### config.mk
export PLATFORM = sky130hd
export DESIGN_NAME = ripple_counter_4bit
export DESIGN_NICKNAME = d
export VERILOG_FILES = /design/src/rtl/ripple_counter_pkg.sv /design/src/rtl/ripple_counter_4bit_t_ff_stage.sv /design/src/rtl/ripple_counter_4bit.sv
export SDC_FILE = /design/constraint.sdc
export NUM_CORES = 1
export LEC_CHECK = 0
export ABC_AREA = 1
export CAP_MARGIN = 0
export CORE_AREA = 3 3 40 42
export CTS_CLUSTER_DIAMETER = 100
export CTS_CLUSTER_SIZE = 16
export DETAILED_ROUTE_END_ITERATION = 6
export DIE_AREA = 0 0 43 45
export GPL_TIMING_DRIVEN = 0
export HOLD_SLACK_MARGIN = 0.03
export SLEW_MARGIN = 20
export SYNTH_ARGS = -nofsm -noshare
export SYNTH_HDL_FRONTEND = slang
export SYNTH_SLANG_ARGS = --single-unit
### constraint.sdc
create_clock -name cnt_i -period 1 [get_ports cnt_i]
set_clock_uncertainty 0.05 [all_clocks]
set_input_delay 0.2 -clock cnt_i [delete_from_list [all_inputs] [get_ports cnt_i]]
set_output_delay 0.2 -clock cnt_i [all_outputs]
set_load 0.005 [all_outputs]
### src/rtl/ripple_counter_pkg.sv
// Shared constants for the 4-bit ripple-style counter.
package ripple_counter_pkg;

  // Number of toggle stages, which is also the output width.
  localparam int CNT_W = 4;

  // Terminal value. The next count event after this value wraps to zero.
  localparam logic [CNT_W-1:0] CNT_MAX = 4'hF;

endpackage : ripple_counter_pkg

### src/rtl/ripple_counter_4bit_t_ff_stage.sv
// One toggle flip-flop stage. It is clocked on the falling edge and has a
// synchronous active-high clear.
module t_ff_stage (
  input  logic clk,
  input  logic rst,
  input  logic en,
  output logic q
);

  // The power-up value keeps the output defined even when reset is released
  // before the first clock edge.
  logic q_r = 1'b0;

  // Clear has priority over toggle. Both take effect on the falling edge only.
  always_ff @(negedge clk) begin
    if (rst) begin
      q_r <= 1'b0;
    end else if (en) begin
      q_r <= ~q_r;
    end
  end

  assign q = q_r;

endmodule : t_ff_stage

### src/rtl/ripple_counter_4bit.sv
// 4-bit up-counter with ripple-counter behaviour, built as a synchronous
// chain of toggle stages that all update on the falling edge of cnt_i.
module ripple_counter_4bit
  import ripple_counter_pkg::*;
(
  input  logic cnt_i,
  input  logic rst_i,
  output logic A3_o,
  output logic A2_o,
  output logic A1_o,
  output logic A0_o
);

  logic [CNT_W-1:0] stage_q;
  logic [CNT_W-1:0] stage_en;

  // Stage 0 toggles on every event.
  assign stage_en[0] = 1'b1;

  // Stage k toggles when every lower stage is 1. This is the carry condition
  // that would ripple through a real toggle chain.
  for (genvar k = 1; k < CNT_W; k++) begin : g_en
    assign stage_en[k] = &stage_q[k-1:0];
  end

  // One toggle stage per count bit, all sharing the falling-edge clock.
  for (genvar k = 0; k < CNT_W; k++) begin : g_stage
    t_ff_stage u_stage (
      .clk (cnt_i),
      .rst (rst_i),
      .en  (stage_en[k]),
      .q   (stage_q[k])
    );
  end

  assign A0_o = stage_q[0];
  assign A1_o = stage_q[1];
  assign A2_o = stage_q[2];
  assign A3_o = stage_q[3];

endmodule : ripple_counter_4bit

==> results of run 1 <==
-- repair_timing --
item | in CTS | in global routing
pin swaps | 1 | 2
setup buffers | 3 | 2
gates resized for setup | 19 | 5
endpoints found under the setup margin | 8 | 5
-- Yosys cell counts --
master   number
dfxtp_1       4
o21ai_0       1
nand3_2       1
inv_1         4
nor2_1        4
nand4_1       1
nand2_1       4
nor2_2        1
-- worst register-to-register path: cells and delay by family, from the launching register on --
kind          cells  cell delay, ns
flops             1            0.33
simple gates      4            0.20
buf+inv           2            0.24
-- power by group through the flow --
stage | Sequential, mW | Clock (mW) | Combinational, mW
after floorplan | 0.183 | 0.0310 | 0.0101
after global placement | 0.184 | 0.0310 | 0.0338
after detailed placement | 0.184 | 0.0310 | 0.0344
after CTS | 0.178 | 0.276 | 0.0407
after global routing | 0.177 | 0.294 | 0.0659
final | 0.175 | 0.253 | 0.0600
-- cells in the final DEF (no fill, tap or decap), types with 2 or more instances in the layout --
| cell type | Yosys | layout |
|---|---|---|
| buf_4 | 0 | 4 |
| buf_6 | 0 | 4 |
| clkbuf_4 | 0 | 3 |
| dfxtp_2 | 0 | 2 |
| dfxtp_4 | 0 | 2 |
| inv_1 | 4 | 7 |
| nand2_1 | 4 | 4 |
| nor2_1 | 4 | 4 |
-- final timing paths --
check	startpoint	to	slack, ns	depth (start not counted)
setup / recovery	g_stage[0].u_stage.q	A0_o	-0.48	1
hold / removal	g_stage[0].u_stage.q	g_stage[0].u_stage.q	0.49	2
setup reg to reg	g_stage[1].u_stage.q	g_stage[3].u_stage.q	0.07	6
hold reg to reg	g_stage[0].u_stage.q	g_stage[0].u_stage.q	0.49	2
-- cell families after synthesis --
logic type,after synthesis,synth area share (%)
buf+inv,4,9.83
compound gates,1,3.28
flops,4,52.5
simple gates,11,34.4
-- layer usage --
metal | wire length, um | up-vias
li1 | - | 95
met1 | 147 | 77
met2 | 159 | 7
met3 | 40 | 0
met4 | 0 | 0
met5 | 0 | -
-- final cells by class --
class / instances / share of cell area (%)
sequential: 4 / 29.5
clock inverter: 4 / 4.92
inverter: 3 / 3.69
clock buffer: 3 / 7.38
tap: 15 / 6.15
timing repair buffer: 10 / 29.5
multi-input combinational: 12 / 18.9
==> results by group, run 1 <==
Status
  • Status: finished with violations
  • Failing checks: negative setup slack

Timing
  • Final Hold Vio Count: 0
  • Final setup viols: 4
  • Slew headroom: 92.3%
  • Hold slack: 0.492 ns
  • Final WS setup: -0.477 ns
  • RSZ-0062 raised after global routing: yes
  • Final slew viol count: 0
  • Fin Setup TNS: -1.86 ns
  • Worst-Margin Slew: 0.115 ns

Clock network
  • Num CTS Buffers: 3
  • CTS tree: done
  • # hold bufs at CTS: 0
  • Root Driver: clkbuf_4
  • TritonCTS sink count: 4
  • Longest Clk Path Bufs: 2
  • H-tree depth: 1
  • Clock Latency Late Sink: 0.29 ns
  • CTS clock-pin slew for the worst setup and hold paths: 0.03 ns

Logic synthesis
  • Register area share after synthesis: between 50% and 60%
  • Cells after Synth: 20
  • Main area contributors after synthesis: dfxtp_1 (52%), inv_1 (9.8%), nand2_1 (9.8%)
  • Synth top area share: 52.5%
  • Syn_area_per_cell: 7.63 um2
  • Flops & latches, synth: 4
  • Syn nets: 22
  • Synth Warn #: 0
  • Top cell type by total area after synthesis: dfxtp_1
  • Synth Cell Area: between 150 and 200 um2
  • Post-synth cell types: 8

Detailed routing
  • TritonRoute pass-1 iters: 2
  • Antenna Nets Post-Route: 0
  • Wire per inst: 6.80 um
  • Vias per cell: 3.51
  • DR vias: 179
  • Drt drc: 0
  • Post-Route WL: 347 um
  • Drt first-iter violations: 1

Power and ir drop
  • Power density cells: 1600 nW/um2
  • Internal: approximately 360 uW
  • NetSw: 126 uW
  • Power after layout: 489 uW
  • Switching share of power: 25.8%
  • Clock network power share: 51.8%
  • Sequential share of power: 35.9%
  • Gate power share: between 10% and 20%
  • P_leak: around 0.16 nW
  • Maximum vdd drop: slightly below 0.3 mV

Place
  • Post-Place Cells: 40
  • Placed Area: ~230 um2
  • IO Port Bufs: 5
  • Placement Setup Slack: -0.603 ns
  • Placed wire-length estimate: 217 um
  • Final Wtd Congestion: about 0.60

Floorplan
  • Initial Utilization: a little under an eighth
  • Die footprint: 1940 um2
  • Die height: 45 um
  • Die width: 43 um
  • Row count: 13
  • Ports: 6
  • Core ar.: 1280 um2

Layout
  • Number of fill cells: ~150
  • # diodes: 0
  • Final #Nets: 40
  • Layout Cells excl Fill: just over 50
  • Max reg flops: 4
  • Area of the multi-input gates: 57.6 um2
  • Reg area: 90.1 um2
  • Finished Cell Area: 305 um2
  • Layout cells sized above 1: between 50% and 60%
  • Final design utilization: about a quarter
  • Area grow syn2layout: 100%

Global routing
  • Global Route Usage Sum: under 10%
  • Initial antenna violation count: 0
  • Vias in the first global route: 173
  • M1 GR Usage: 3.60%
  • Met3 Use GR: between 4 and 5%
  • Total grt overflow: 0
  • Global-route met2 utilization: 5.69%
  • Largest net degree at the start of global routing: 6
  • First-pass GRT wire length: roughly 560 um
  • GRT Max-Usage Layer: met4

Run
  • MaxCap Viol Count: 0

Critical path
  • Slowest cell on the critical path: dfxtp_4
  • Crit path largest cell delay: 0.33 ns
  • Worst Path Required: ~0.75 ns
  • Worst path top cell family by delay: flip-flops
  • Crit. End Element: primary output
  • Max Fanout on Critical Path: 2
  • Crit path launch type: register
  • CP Cell Sequence: buf_6
  • CP Class: register to primary output
  • Worst EP arrival: 1.23 ns
  • CP Buf/Inv Count: 1

Min path
  • Hold WC Path Type: register to register
Power figures use the tool's default switching activity.
==> run 2: changes to the inputs <==
--- a/config.mk
+++ b/config.mk
@@ -7,6 +7,8 @@
 export LEC_CHECK = 0
 export ABC_AREA = 1
 export CAP_MARGIN = 0
+export CELL_PAD_IN_SITES_DETAIL_PLACEMENT = 0
+export CELL_PAD_IN_SITES_GLOBAL_PLACEMENT = 1
 export CORE_AREA = 3 3 40 42
 export CTS_CLUSTER_DIAMETER = 100
 export CTS_CLUSTER_SIZE = 16
@@ -14,6 +16,7 @@
 export DIE_AREA = 0 0 43 45
 export GPL_TIMING_DRIVEN = 0
 export HOLD_SLACK_MARGIN = 0.03
+export PLACE_DENSITY_LB_ADDON = 0.1
 export SLEW_MARGIN = 20
 export SYNTH_ARGS = -nofsm -noshare
 export SYNTH_HDL_FRONTEND = slang
==> run 2 against run 1 <==
The run still ends with negative setup slack left. Clock-buffer cell count unchanged. Critical path depth did not move. Combinational power fell by 5.7%. Via count up 2.2%. First-iteration DRC count up 100%. Sequential share of layout area up 0.37 points. Total power is 0.80% higher. Sequential cell count unchanged. Largest power group unchanged.
==> results by group, run 2 (synthesis results as in run 1) <==
Clock network
  • Clock Latency Late Sink: 0.29 ns (about the same)
  • Root Driver: clkbuf_4
  • CTS tree: done
  • CTS clock-pin slew for the worst setup and hold paths: 0.04 ns (about the same)
  • # hold bufs at CTS: 0 (unchanged)
  • Num CTS Buffers: 3 (unchanged)
  • Longest Clk Path Bufs: 2 (unchanged)
  • TritonCTS sink count: 4 (unchanged)
  • H-tree depth: 1 (unchanged)

Layout
  • Area grow syn2layout: 97.5%
  • # diodes: 0 (unchanged)
  • Final #Nets: 39 (-2.5%)
  • Leading cell types in the layout, fill and taps excluded: inv_1 (7), nor2_1 (4), nand2_1 (4), buf_6 (4), buf_4 (4)
  • Max reg flops: 4 (unchanged)
  • Most common cell after layout, fill and taps aside: inv_1
  • Number of fill cells: 139 (-6.7%)
  • Layout Cells excl Fill: 50 (-2.0%)
  • Final design utilization: 23.5% (-0.29 points)
  • Layout cells sized above 1: 51.4% (+1.4 points)

Detailed routing
  • Drt drc: 0 (unchanged)
  • Vias per cell: 3.66 (+4.3%)
  • Drt first-iter violations: 2 (+1)
  • Wire per inst: 7.84 um (+15%)
  • Post-Route WL: 392 um (+13%)
  • Antenna Nets Post-Route: 0 (unchanged)
  • TritonRoute pass-1 iters: 2 (unchanged)
  • DR vias: 183 (+2.2%)

Critical path
  • Crit path largest cell delay: 0.33 ns (about the same)
  • CP Cell Sequence: buf_6
  • Worst Path Required: 0.75 ns (about the same)
  • Crit. End Element: primary output
  • Slowest cell on the critical path: dfxtp_4
  • Max Fanout on Critical Path: 2 (unchanged)
  • Worst path top cell family by delay: flip-flops
  • CP Buf/Inv Count: 1 (unchanged)
  • Crit path launch type: register
  • CP Class: register to primary output
  • Worst EP arrival: 1.23 ns (about the same)

Place
  • Post-Place Cells: 40 (unchanged)
  • Final Wtd Congestion: 0.561 (-6.4%)
  • IO Port Bufs: 5 (unchanged)

Power and ir drop
  • Power density cells: 1630 nW/um2 (+2.1%)
  • P_leak: 0.159 nW (-3.2%)
  • Maximum vdd drop: 0.382 mV (+28%)

Timing
  • Final WS setup: -0.485 ns (-0.00808 ns)
  • Final setup viols: 4 (unchanged)
  • RSZ-0062 raised after global routing: yes
  • Hold slack: 0.494 ns (+0.00206 ns)
  • Final Hold Vio Count: 0 (unchanged)
  • Slew headroom: 89.6% (-2.7 points)
  • Final slew viol count: 0 (unchanged)
  • Worst-Margin Slew: 0.154 ns (+0.0392 ns)

Global routing
  • First-pass GRT wire length: 655 um (+17%)
  • Vias in the first global route: 201 (+16%)
  • Total grt overflow: 0 (unchanged)
  • Initial antenna violation count: 0 (unchanged)
  • Global Route Usage Sum: 5.23% (+0.66 points)
  • Largest net degree at the start of global routing: 6 (unchanged)

Floorplan
  • Core ar.: 1280 um2 (unchanged)
  • Row count: 13 (unchanged)
  • Ports: 6 (unchanged)
  • Die width: 43 um (unchanged)
  • Die footprint: 1940 um2 (unchanged)
  • Die height: 45 um (unchanged)
  • Initial Utilization: 11.9% (unchanged)

Min path
  • Hold WC Path Type: register to register

Status
  • Failing checks: negative setup slack
  • Status: finished with violations

Run
  • MaxCap Viol Count: 0 (unchanged)
-- run 2: timing repair --
action                                  4_1_cts  5_1_grt
gates resized for setup                      22        2
endpoints found under the setup margin        8        4
endpoints found under the hold margin         0        0
setup buffers                                 4        0
pin swaps                                     1        0
gates cloned                                  0        0
-- run 2: metal layers --
| metal | share of wire, % | vias to the layer above | GRT usage [%] |
|---|---|---|---|
| li1 | - | 93 | - |
| met1 | 44 | 84 | 3.11 |
| met2 | 46 | 6 | 6.89 |
| met3 | 10 | 0 | 6.37 |
| met4 | 0 | 0 | 6.63 |
| met5 | 0 | - | 0 |
-- run 2: report_power, final --
group | internal (mW) | switching, mW | total (mW) | leakage, nW
logic | 0.0332 | 0.0233 | 0.0566 | 0.0886
clock network | 0.157 | 0.103 | 0.260 | 0.0351
registers | 0.170 | 0.00655 | 0.176 | 0.0350
total | 0.360 | 0.133 | 0.493 | 0.159
-- run 2: worst register-to-register path, delay by kind of cell (launching register included) --
kind	cells	cell delay, ns
AOI/OAI and AO/OA	1	0.17
DFF	1	0.34
buffers and inverters	1	0.15
and+or+nand+nor	1	0.07
-- run 2: cell type report --
cell class | instances | area [um2] | area share [%]
clock inverter | 4 | 15.0 | 4.98
inverter | 3 | 11.3 | 3.73
timing repair buffer | 9 | 86.3 | 28.6
clock buffer | 3 | 22.5 | 7.47
tap | 15 | 18.8 | 6.22
multi-input combinational | 12 | 57.6 | 19.1
sequential | 4 | 90.1 | 29.9
-- run 2: path summary, 6_finish.rpt --
kind                        start                    to  slack [ns]  cells after the start
min reg2reg  g_stage[0].u_stage.q  g_stage[0].u_stage.q        0.49                      2
min          g_stage[0].u_stage.q  g_stage[0].u_stage.q        0.49                      2
max          g_stage[0].u_stage.q                  A0_o       -0.48                      1
max reg2reg  g_stage[1].u_stage.q  g_stage[1].u_stage.q        0.12                      3
-- run 2: metrics by stage --
stage / cell area [um2] / setup TNS (ns) / power (mW) / setup slack [ns]
5_1_grt: 302 / -2.03 / 0.550 / -0.528
3_3_place_gp: 229 / -4.41 / 0.251 / -0.612
3_5_place_dp: 229 / -4.39 / 0.251 / -0.614
6_report: 302 / -1.88 / 0.493 / -0.485
4_1_cts: 289 / -1.93 / 0.509 / -0.500
2_1_floorplan: 160 / -0.330 / 0.225 / -0.0961
==> run 3: changes to the inputs <==
--- a/config.mk
+++ b/config.mk
@@ -14,6 +14,7 @@
 export CTS_CLUSTER_SIZE = 16
 export DETAILED_ROUTE_END_ITERATION = 6
 export DIE_AREA = 0 0 43 45
+export GPL_ROUTABILITY_DRIVEN = 0
 export GPL_TIMING_DRIVEN = 0
 export HOLD_SLACK_MARGIN = 0.03
 export PLACE_DENSITY_LB_ADDON = 0.1
==> results of run 3 <==
Final layout, timing and power as in run 2 (identical DEF).
